`src/rtl/mac_job_sched_pkg.sv`:
```
// Shared types and constants for the MAC job scheduler.
// Optional feature macro: MAC_JOB_SAT_EN (saturating accumulator with overflow flag).
package mac_job_sched_pkg;

    localparam int unsigned OP_W    = 4;
    localparam int unsigned PROD_W  = 8;
    localparam int unsigned NUM_REQ = 2;

    typedef enum logic [1:0] {
        IDLE = 2'd0,
        RUN  = 2'd1,
        RESP = 2'd2
    } state_e;

    // Unsigned operand product, zero-extended to the product width before multiplying.
    function automatic logic [PROD_W-1:0] mul_op(input logic [OP_W-1:0] a,
                                                 input logic [OP_W-1:0] b);
        return PROD_W'(a) * PROD_W'(b);
    endfunction

endpackage

```
`src/rtl/mac_rr_arb2.sv`:
```
// Two-requester round-robin selector: a lone requester always wins, a tie goes to ptr.
module mac_rr_arb2
    import mac_job_sched_pkg::*;
(
    input  logic [NUM_REQ-1:0] req,
    input  logic               ptr,
    output logic [NUM_REQ-1:0] gnt_c
);

    always_comb begin
        gnt_c = '0;
        case (req)
            2'b01:   gnt_c = 2'b01;
            2'b10:   gnt_c = 2'b10;
            2'b11:   gnt_c = ptr ? 2'b10 : 2'b01;
            default: gnt_c = '0;
        endcase
    end

endmodule

```
`src/rtl/mac_job_sched.sv`:
```
// Shares one 4x4 MAC between two requesters; each job is a dot product of len operand pairs.
// Optional feature macro: MAC_JOB_SAT_EN (saturate accumulator at all-ones and raise ovf).
module mac_job_sched
    import mac_job_sched_pkg::*;
#(
    parameter int unsigned ACC_W = 12,
    parameter int unsigned LEN_W = 4
) (
    input  logic                clk,
    input  logic                rst,
    input  logic [NUM_REQ-1:0]  req,
    input  logic [LEN_W-1:0]    len0,
    input  logic [LEN_W-1:0]    len1,
    output logic [NUM_REQ-1:0]  gnt,
    input  logic                op_valid,
    output logic                op_ready,
    input  logic [OP_W-1:0]     op_a,
    input  logic [OP_W-1:0]     op_b,
    output logic                res_valid,
    input  logic                res_ready,
    output logic [ACC_W-1:0]    res_data,
    output logic                res_id,
    output logic                ovf
);

    state_e               state_q, state_d;
    logic [NUM_REQ-1:0]   gnt_q, gnt_d;
    logic [LEN_W-1:0]     cnt_q, cnt_d;
    logic [ACC_W-1:0]     acc_q, acc_d;
    logic                 ptr_q, ptr_d;
    logic                 res_id_q, res_id_d;
    logic                 op_ready_q, op_ready_d;
    logic                 res_valid_q, res_valid_d;

    logic [NUM_REQ-1:0]   arb_gnt_c;
    logic [LEN_W-1:0]     sel_len_c;
    logic                 start_c;
    logic                 beat_c;
    logic [PROD_W-1:0]    prod_c;
    logic [ACC_W-1:0]     acc_next_c;

    mac_rr_arb2 u_arb (
        .req   (req),
        .ptr   (ptr_q),
        .gnt_c (arb_gnt_c)
    );

    assign start_c   = (state_q == IDLE) && (req != 2'b00);
    assign beat_c    = op_valid && (state_q == RUN);
    assign sel_len_c = arb_gnt_c[1] ? len1 : len0;
    assign prod_c    = mul_op(op_a, op_b);

`ifdef MAC_JOB_SAT_EN
    localparam int unsigned SUM_W = ACC_W + 1;

    logic [SUM_W-1:0] sum_c;
    logic             ovf_q, ovf_d;

    // Carry out of the accumulator width means the true sum no longer fits.
    assign sum_c      = SUM_W'(acc_q) + SUM_W'(prod_c);
    assign acc_next_c = sum_c[ACC_W] ? {ACC_W{1'b1}} : sum_c[ACC_W-1:0];

    always_comb begin
        ovf_d = ovf_q;
        if (start_c) begin
            ovf_d = 1'b0;
        end else if (beat_c && sum_c[ACC_W]) begin
            ovf_d = 1'b1;
        end
    end

    always_ff @(posedge clk) begin
        if (rst) begin
            ovf_q <= 1'b0;
        end else begin
            ovf_q <= ovf_d;
        end
    end

    assign ovf = ovf_q;
`else
    assign acc_next_c = acc_q + ACC_W'(prod_c);
    assign ovf        = 1'b0;
`endif

    // Job sequencing: grant in IDLE, accumulate in RUN, hold the result in RESP.
    always_comb begin
        state_d  = state_q;
        gnt_d    = gnt_q;
        cnt_d    = cnt_q;
        acc_d    = acc_q;
        ptr_d    = ptr_q;
        res_id_d = res_id_q;

        case (state_q)
            IDLE: begin
                if (start_c) begin
                    gnt_d    = arb_gnt_c;
                    res_id_d = arb_gnt_c[1];
                    ptr_d    = ~arb_gnt_c[1];
                    acc_d    = '0;
                    cnt_d    = sel_len_c;
                    state_d  = (sel_len_c == '0) ? RESP : RUN;
                end
            end
            RUN: begin
                if (beat_c) begin
                    acc_d = acc_next_c;
                    cnt_d = cnt_q - LEN_W'(1);
                    if (cnt_q == LEN_W'(1)) begin
                        state_d = RESP;
                    end
                end
            end
            RESP: begin
                if (res_ready) begin
                    state_d = IDLE;
                    gnt_d   = '0;
                end
            end
            default: begin
                state_d = IDLE;
                gnt_d   = '0;
            end
        endcase

        op_ready_d  = (state_d == RUN);
        res_valid_d = (state_d == RESP);
    end

    always_ff @(posedge clk) begin
        if (rst) begin
            state_q     <= IDLE;
            gnt_q       <= '0;
            cnt_q       <= '0;
            acc_q       <= '0;
            ptr_q       <= 1'b0;
            res_id_q    <= 1'b0;
            op_ready_q  <= 1'b0;
            res_valid_q <= 1'b0;
        end else begin
            state_q     <= state_d;
            gnt_q       <= gnt_d;
            cnt_q       <= cnt_d;
            acc_q       <= acc_d;
            ptr_q       <= ptr_d;
            res_id_q    <= res_id_d;
            op_ready_q  <= op_ready_d;
            res_valid_q <= res_valid_d;
        end
    end

    assign gnt       = gnt_q;
    assign op_ready  = op_ready_q;
    assign res_valid = res_valid_q;
    assign res_data  = acc_q;
    assign res_id    = res_id_q;

endmodule

```
`config.mk`:
```
export PLATFORM = sky130hd
export DESIGN_NAME = mac_job_sched
export DESIGN_NICKNAME = d
export VERILOG_FILES = /design/src/rtl/mac_job_sched_pkg.sv /design/src/rtl/mac_rr_arb2.sv /design/src/rtl/mac_job_sched.sv
export SDC_FILE = /design/constraint.sdc
export NUM_CORES = 1
export LEC_CHECK = 0
export CAP_MARGIN = 10
export CORE_UTILIZATION = 46
export CTS_CLUSTER_SIZE = 40
export DETAILED_ROUTE_END_ITERATION = 7
export HOLD_SLACK_MARGIN = 0.08
export PLACE_DENSITY = 0.76
export REMOVE_ABC_BUFFERS = 1
export SLEW_MARGIN = 20
export SYNTH_ARGS = -nofsm -noshare
export SYNTH_HDL_FRONTEND = slang
export SYNTH_SLANG_ARGS = --single-unit
export TNS_END_PERCENT = 50
```
`constraint.sdc`:
```
create_clock -name clk -period 4.1 [get_ports clk]
set_clock_uncertainty 0.15 [all_clocks]
set_input_delay 0.82 -clock clk [delete_from_list [all_inputs] [get_ports clk]]
set_output_delay 0.82 -clock clk [all_outputs]
set_load 0.02 [all_outputs]
```
==> load_flow_metrics.sql <==
INSERT INTO impl_metrics (metric_group, metric, value, unit) VALUES
('cells_and_area', 'drive_gt1_share', '14.4', '%'),
('timing', 'period_needed', '4010', 'ps'),
('power_and_ir_drop', 'fin_total_pwr', '0.803', 'mW'),
('timing', 'timing.final.setup_violations', '0', ''),
('synth', 'cell_area_after_synthesis', '1840', 'sq um'),
('detailed_routing', 'drt-initial-drc-count', '48', ''),
('cells_and_area', 'finish.utilization', '65.9', '%'),
('placed_design', 'place.gp.congestion', '0.865', ''),
('die', 'initial_cell_density_of_the_core', '49.2', '%'),
('cts', 'cts_buffers', '3', ''),
('cells_and_area', 'flow.area_growth_from_synthesis', '34.1', '%'),
('detailed_routing', 'routedWlPerCell', '13.1', 'microns'),
('die', 'row_count', '22', ''),
('cells_and_area', 'num-nets-final', '317', ''),
('min_path', 'hold_path_class', 'reg -> reg', ''),
('power_and_ir_drop', 'power.density', '326', 'nW/um^2'),
('global_routing', 'number_of_global_route_vias_before_repair', '1592', ''),
('global_routing', 'gr_ovfl_total', '0', ''),
('setup_path', 'timing.critical_path.arrival', '4080', 'ps'),
('detailed_routing', 'num_vias', '1687', ''),
('die', 'die_area', '4260', 'sq um'),
('global_routing', 'grt_first_pass_wirelength', '6.69', 'mm'),
('job', 'max_cap_violations', '0', ''),
('cells_and_area', 'area_of_the_multi_input_gates', '1280', 'sq um'),
('setup_path', 'cp-end-kind', 'flop', ''),
('cts', 'clock_tree.htree_level_count', '1', ''),
('setup_path', 'worst_path_max_delay_cell', 'sky130_fd_sc_hd__fa_1', ''),
('timing', 'timing_worst_slew_pin_value', '898', 'ps'),
('die', 'floorplan.die.height', '65.3', 'microns'),
('die', 'design.portCount', '40', ''),
('synth', 'ys.warnings.count', '0', ''),
('die', 'coreArea', '3740', 'sq um'),
('setup_path', 'cp_cell_sequence', 'dlygate4sd2_1 > buf_4 > and2_1 > fa_2 > ha_1 > inv_1 > fa_1 > inv_2 > ha_4 > and2_1 > nand3_1 > a211o_1 > a2111o_1 > nand2_1', ''),
('cells_and_area', 'register_area', '480', 'sq um'),
('setup_path', 'worst_path_most_repeated_cell', 'sky130_fd_sc_hd__and2_1', ''),
('placed_design', 'dpl_cell_area', '2360', 'sq um'),
('synth', 'ffs_w_async_s_r_synth', '0', '%'),
('synth', 'yosysUniqueCellTypes', '49', ''),
('global_routing', 'antenna_found_initial', '0', ''),
('synth', 'postSynthAreaPerCell', '8.68', 'sq um'),
('detailed_routing', 'detailedRoute.firstPassIterationCount', '4', ''),
('synth', 'synth_enable_flop_cells', '0', ''),
('timing', 'finalHoldViolations', '0', ''),
('cts', 'clock_latency', '260', 'ps'),
('timing', 'fin_ws', '88.8', 'ps'),
('cells_and_area', 'layout.filler_cells', '341', ''),
('synth', 'instance_count_of_the_mapped_netlist', '212', ''),
('placed_design', 'hpwl', '3.21', 'mm'),
('timing', 'achievable-frequency', '249', 'MHz'),
('timing', 'worst_hold_slack', '326', 'ps'),
('placed_design', 'count_of_input_and_output_buffers', '38', ''),
('power_and_ir_drop', 'vdd_ir_drop_max', '0.253', 'mV'),
('cts', 'clockRootBuffer', 'sky130_fd_sc_hd__clkbuf_8', ''),
('detailed_routing', 'routed_wirelength', '4.09', 'mm'),
('synth', 'synth.ff_latch_count', '24', ''),
('synth', 'seq_area_frac_synth', '26.1', '%'),
('detailed_routing', 'detail_route.drc_violations', '0', ''),
('global_routing', 'pin_count_of_the_biggest_net_entering_global_routing', '18', ''),
('timing', 'relSlewSlack', '39.9', '%'),
('power_and_ir_drop', 'power.leakage', '1.12', 'nW'),
('cts', 'ctsLongestPathBuffers', '2', ''),
('cts', 'tritoncts_num_sinks', '24', ''),
('setup_path', 'timing.critical_path.fanout_max', '3', ''),
('timing', 'final_critical_path_share_of_the_clock_period', '97.8', '%'),
('cells_and_area', 'fin_area', '2470', 'sq um'),
('setup_path', 'critPathKind', 'in -> reg', ''),
('synth', 'synth_flop_cell', 'sky130_fd_sc_hd__dfxtp_1', ''),
('global_routing', 'grt.total_usage', '19.9', '%'),
('setup_path', 'worst_path_largest_cell_delay', '520', 'ps'),
('cells_and_area', 'n_antenna_cell', '0', ''),
('placed_design', 'pre_cts_slack', '-504', 'ps'),
('timing', 'finalMaxSlewViolations', '0', ''),
('detailed_routing', 'avgViaCountPerCell', '5.41', ''),
('cts', 'tritoncts', 'yes', ''),
('cts', 'clk_pin_slew_worst_paths', '80', 'ps'),
('detailed_routing', 'drt.antenna.violating_nets', '0', ''),
('setup_path', 'timing.critical_path.required', '4170', 'ps'),
('run_status', 'run_status', 'completed', ''),
('die', 'die_span_in_x', '65.3', 'microns'),
('setup_path', 'worst_setup_path_start_kind', 'input pin', '');
[metrics by stage]
| stage | cells | TNS (ps) |
|---|---|---|
| after floorplan | 206 | 0 |
| after global placement | 308 | -2530 |
| after detailed placement | 308 | -2680 |
| after CTS | 312 | 0 |
| final | 312 | 0 |
| after global routing | 312 | -3.32 |
[sequential cells by signal, summed over array words and instances, names as in the netlist]
| signal | count |
|---|---|
| res_data | 12 |
| state_q | 2 |
| res_id | 1 |
| gnt | 2 |
| cnt_q | 4 |
| res_valid | 1 |
| op_ready | 1 |
| ptr_q | 1 |
[worst paths after layout]
kind / slack, ps / startpoint / cells past startpoint / endpoint
max reg2reg: 1510 / res_data[5]$_SDFFE_PP0P_ / 9 / res_data[10]$_SDFFE_PP0P_
max: 90 / op_a[1] / 14 / res_data[10]$_SDFFE_PP0P_
min: 330 / gnt[0]$_SDFFE_PP0P_ / 2 / gnt[0]$_SDFFE_PP0P_
min reg2reg: 330 / gnt[0]$_SDFFE_PP0P_ / 2 / gnt[0]$_SDFFE_PP0P_
[synthesized netlist by cell type (6+ instances only)]
master	count	share of area, %
sky130_fd_sc_hd__ha_1	20	14
sky130_fd_sc_hd__inv_1	24	4.9
sky130_fd_sc_hd__nor2_1	17	3.5
sky130_fd_sc_hd__nand2_1	12	2.4
sky130_fd_sc_hd__nand3_1	6	1.6
sky130_fd_sc_hd__dfxtp_1	24	26
sky130_fd_sc_hd__and2_1	13	4.4
sky130_fd_sc_hd__o21ai_0	6	1.6
sky130_fd_sc_hd__fa_1	9	9.8
sky130_fd_sc_hd__a21oi_1	15	4.1
[layout make-up]
type | count | area share (%)
well taps | 48 | 2.43
multi-input cells | 157 | 51.9
flip-flops and latches | 24 | 19.5
repair buffers | 55 | 20.7
clock buffers | 3 | 1.67
inverters | 25 | 3.80
[per-layer routing]
metal | share of wire (%) | track usage [%] | wire [microns] | vias up
met3 | 4.7 | 4.17 | 191 | 4
met5 | 0 | 0 | 0 | -
met4 | 0.44 | 3.26 | 18 | 0
li1 | - | - | - | 847
met1 | 46 | 25.1 | 1880 | 794
met2 | 49 | 35.3 | 2000 | 42
[report_power, final]
part | internal [mW] | switching [mW] | leakage [nW]
logic | 0.184 | 0.195 | 0.902
clock network | 0.0657 | 0.0726 | 0.0216
registers | 0.262 | 0.0244 | 0.196
[placed cells by master, fill, tap and decap left out, types with 3 or more instances in the layout]
cell type | synthesis | final
sky130_fd_sc_hd__mux2i_1 | 4 | 4
sky130_fd_sc_hd__nand2b_1 | 4 | 4
sky130_fd_sc_hd__buf_4 | 2 | 17
sky130_fd_sc_hd__nand3_1 | 6 | 6
sky130_fd_sc_hd__a22oi_1 | 4 | 4
sky130_fd_sc_hd__dlymetal6s2s_1 | 0 | 3
sky130_fd_sc_hd__nand4_1 | 4 | 4
sky130_fd_sc_hd__ha_4 | 0 | 3
sky130_fd_sc_hd__xor2_1 | 3 | 3
sky130_fd_sc_hd__ha_1 | 20 | 17
sky130_fd_sc_hd__a32o_1 | 4 | 4
sky130_fd_sc_hd__nor2_1 | 17 | 17
sky130_fd_sc_hd__clkdlybuf4s50_1 | 0 | 31
sky130_fd_sc_hd__dlygate4sd2_1 | 0 | 3
sky130_fd_sc_hd__clkbuf_8 | 0 | 3
sky130_fd_sc_hd__and2_1 | 13 | 12
sky130_fd_sc_hd__nor3_1 | 4 | 4
sky130_fd_sc_hd__inv_1 | 24 | 22
sky130_fd_sc_hd__a21oi_1 | 15 | 15
sky130_fd_sc_hd__dfxtp_1 | 24 | 24
sky130_fd_sc_hd__fa_1 | 9 | 7
sky130_fd_sc_hd__nand2_1 | 12 | 11
sky130_fd_sc_hd__xnor2_1 | 3 | 3
sky130_fd_sc_hd__o21ai_0 | 6 | 6
[cells by family after synthesis]
family / synth area share, %
other: 0.204
flip-flops: 26.1
buffers and inverters: 7.27
AO/OA/AOI/OAI: 18.5
multiplexers: 2.79
adder cells (fa/ha/maj): 23.4
XOR/XNOR: 2.86
AND/OR/NAND/NOR: 18.9
[worst max-delay path: cells and delay by family]
kind / cells / cell delay [ps]
AOI/OAI and AO/OA: 2 / 740
and+or+nand+nor: 4 / 490
adders and majority gates: 4 / 1520
buffers and inverters: 4 / 500
[what timing repair did]
item,in CTS,in global routing
setup endpoints to repair,5,5
hold buffers,0,0
setup buffers,1,0
pin swaps,11,8
gates resized for setup,8,10
Note: power is estimated with default switching activity, not from simulation.
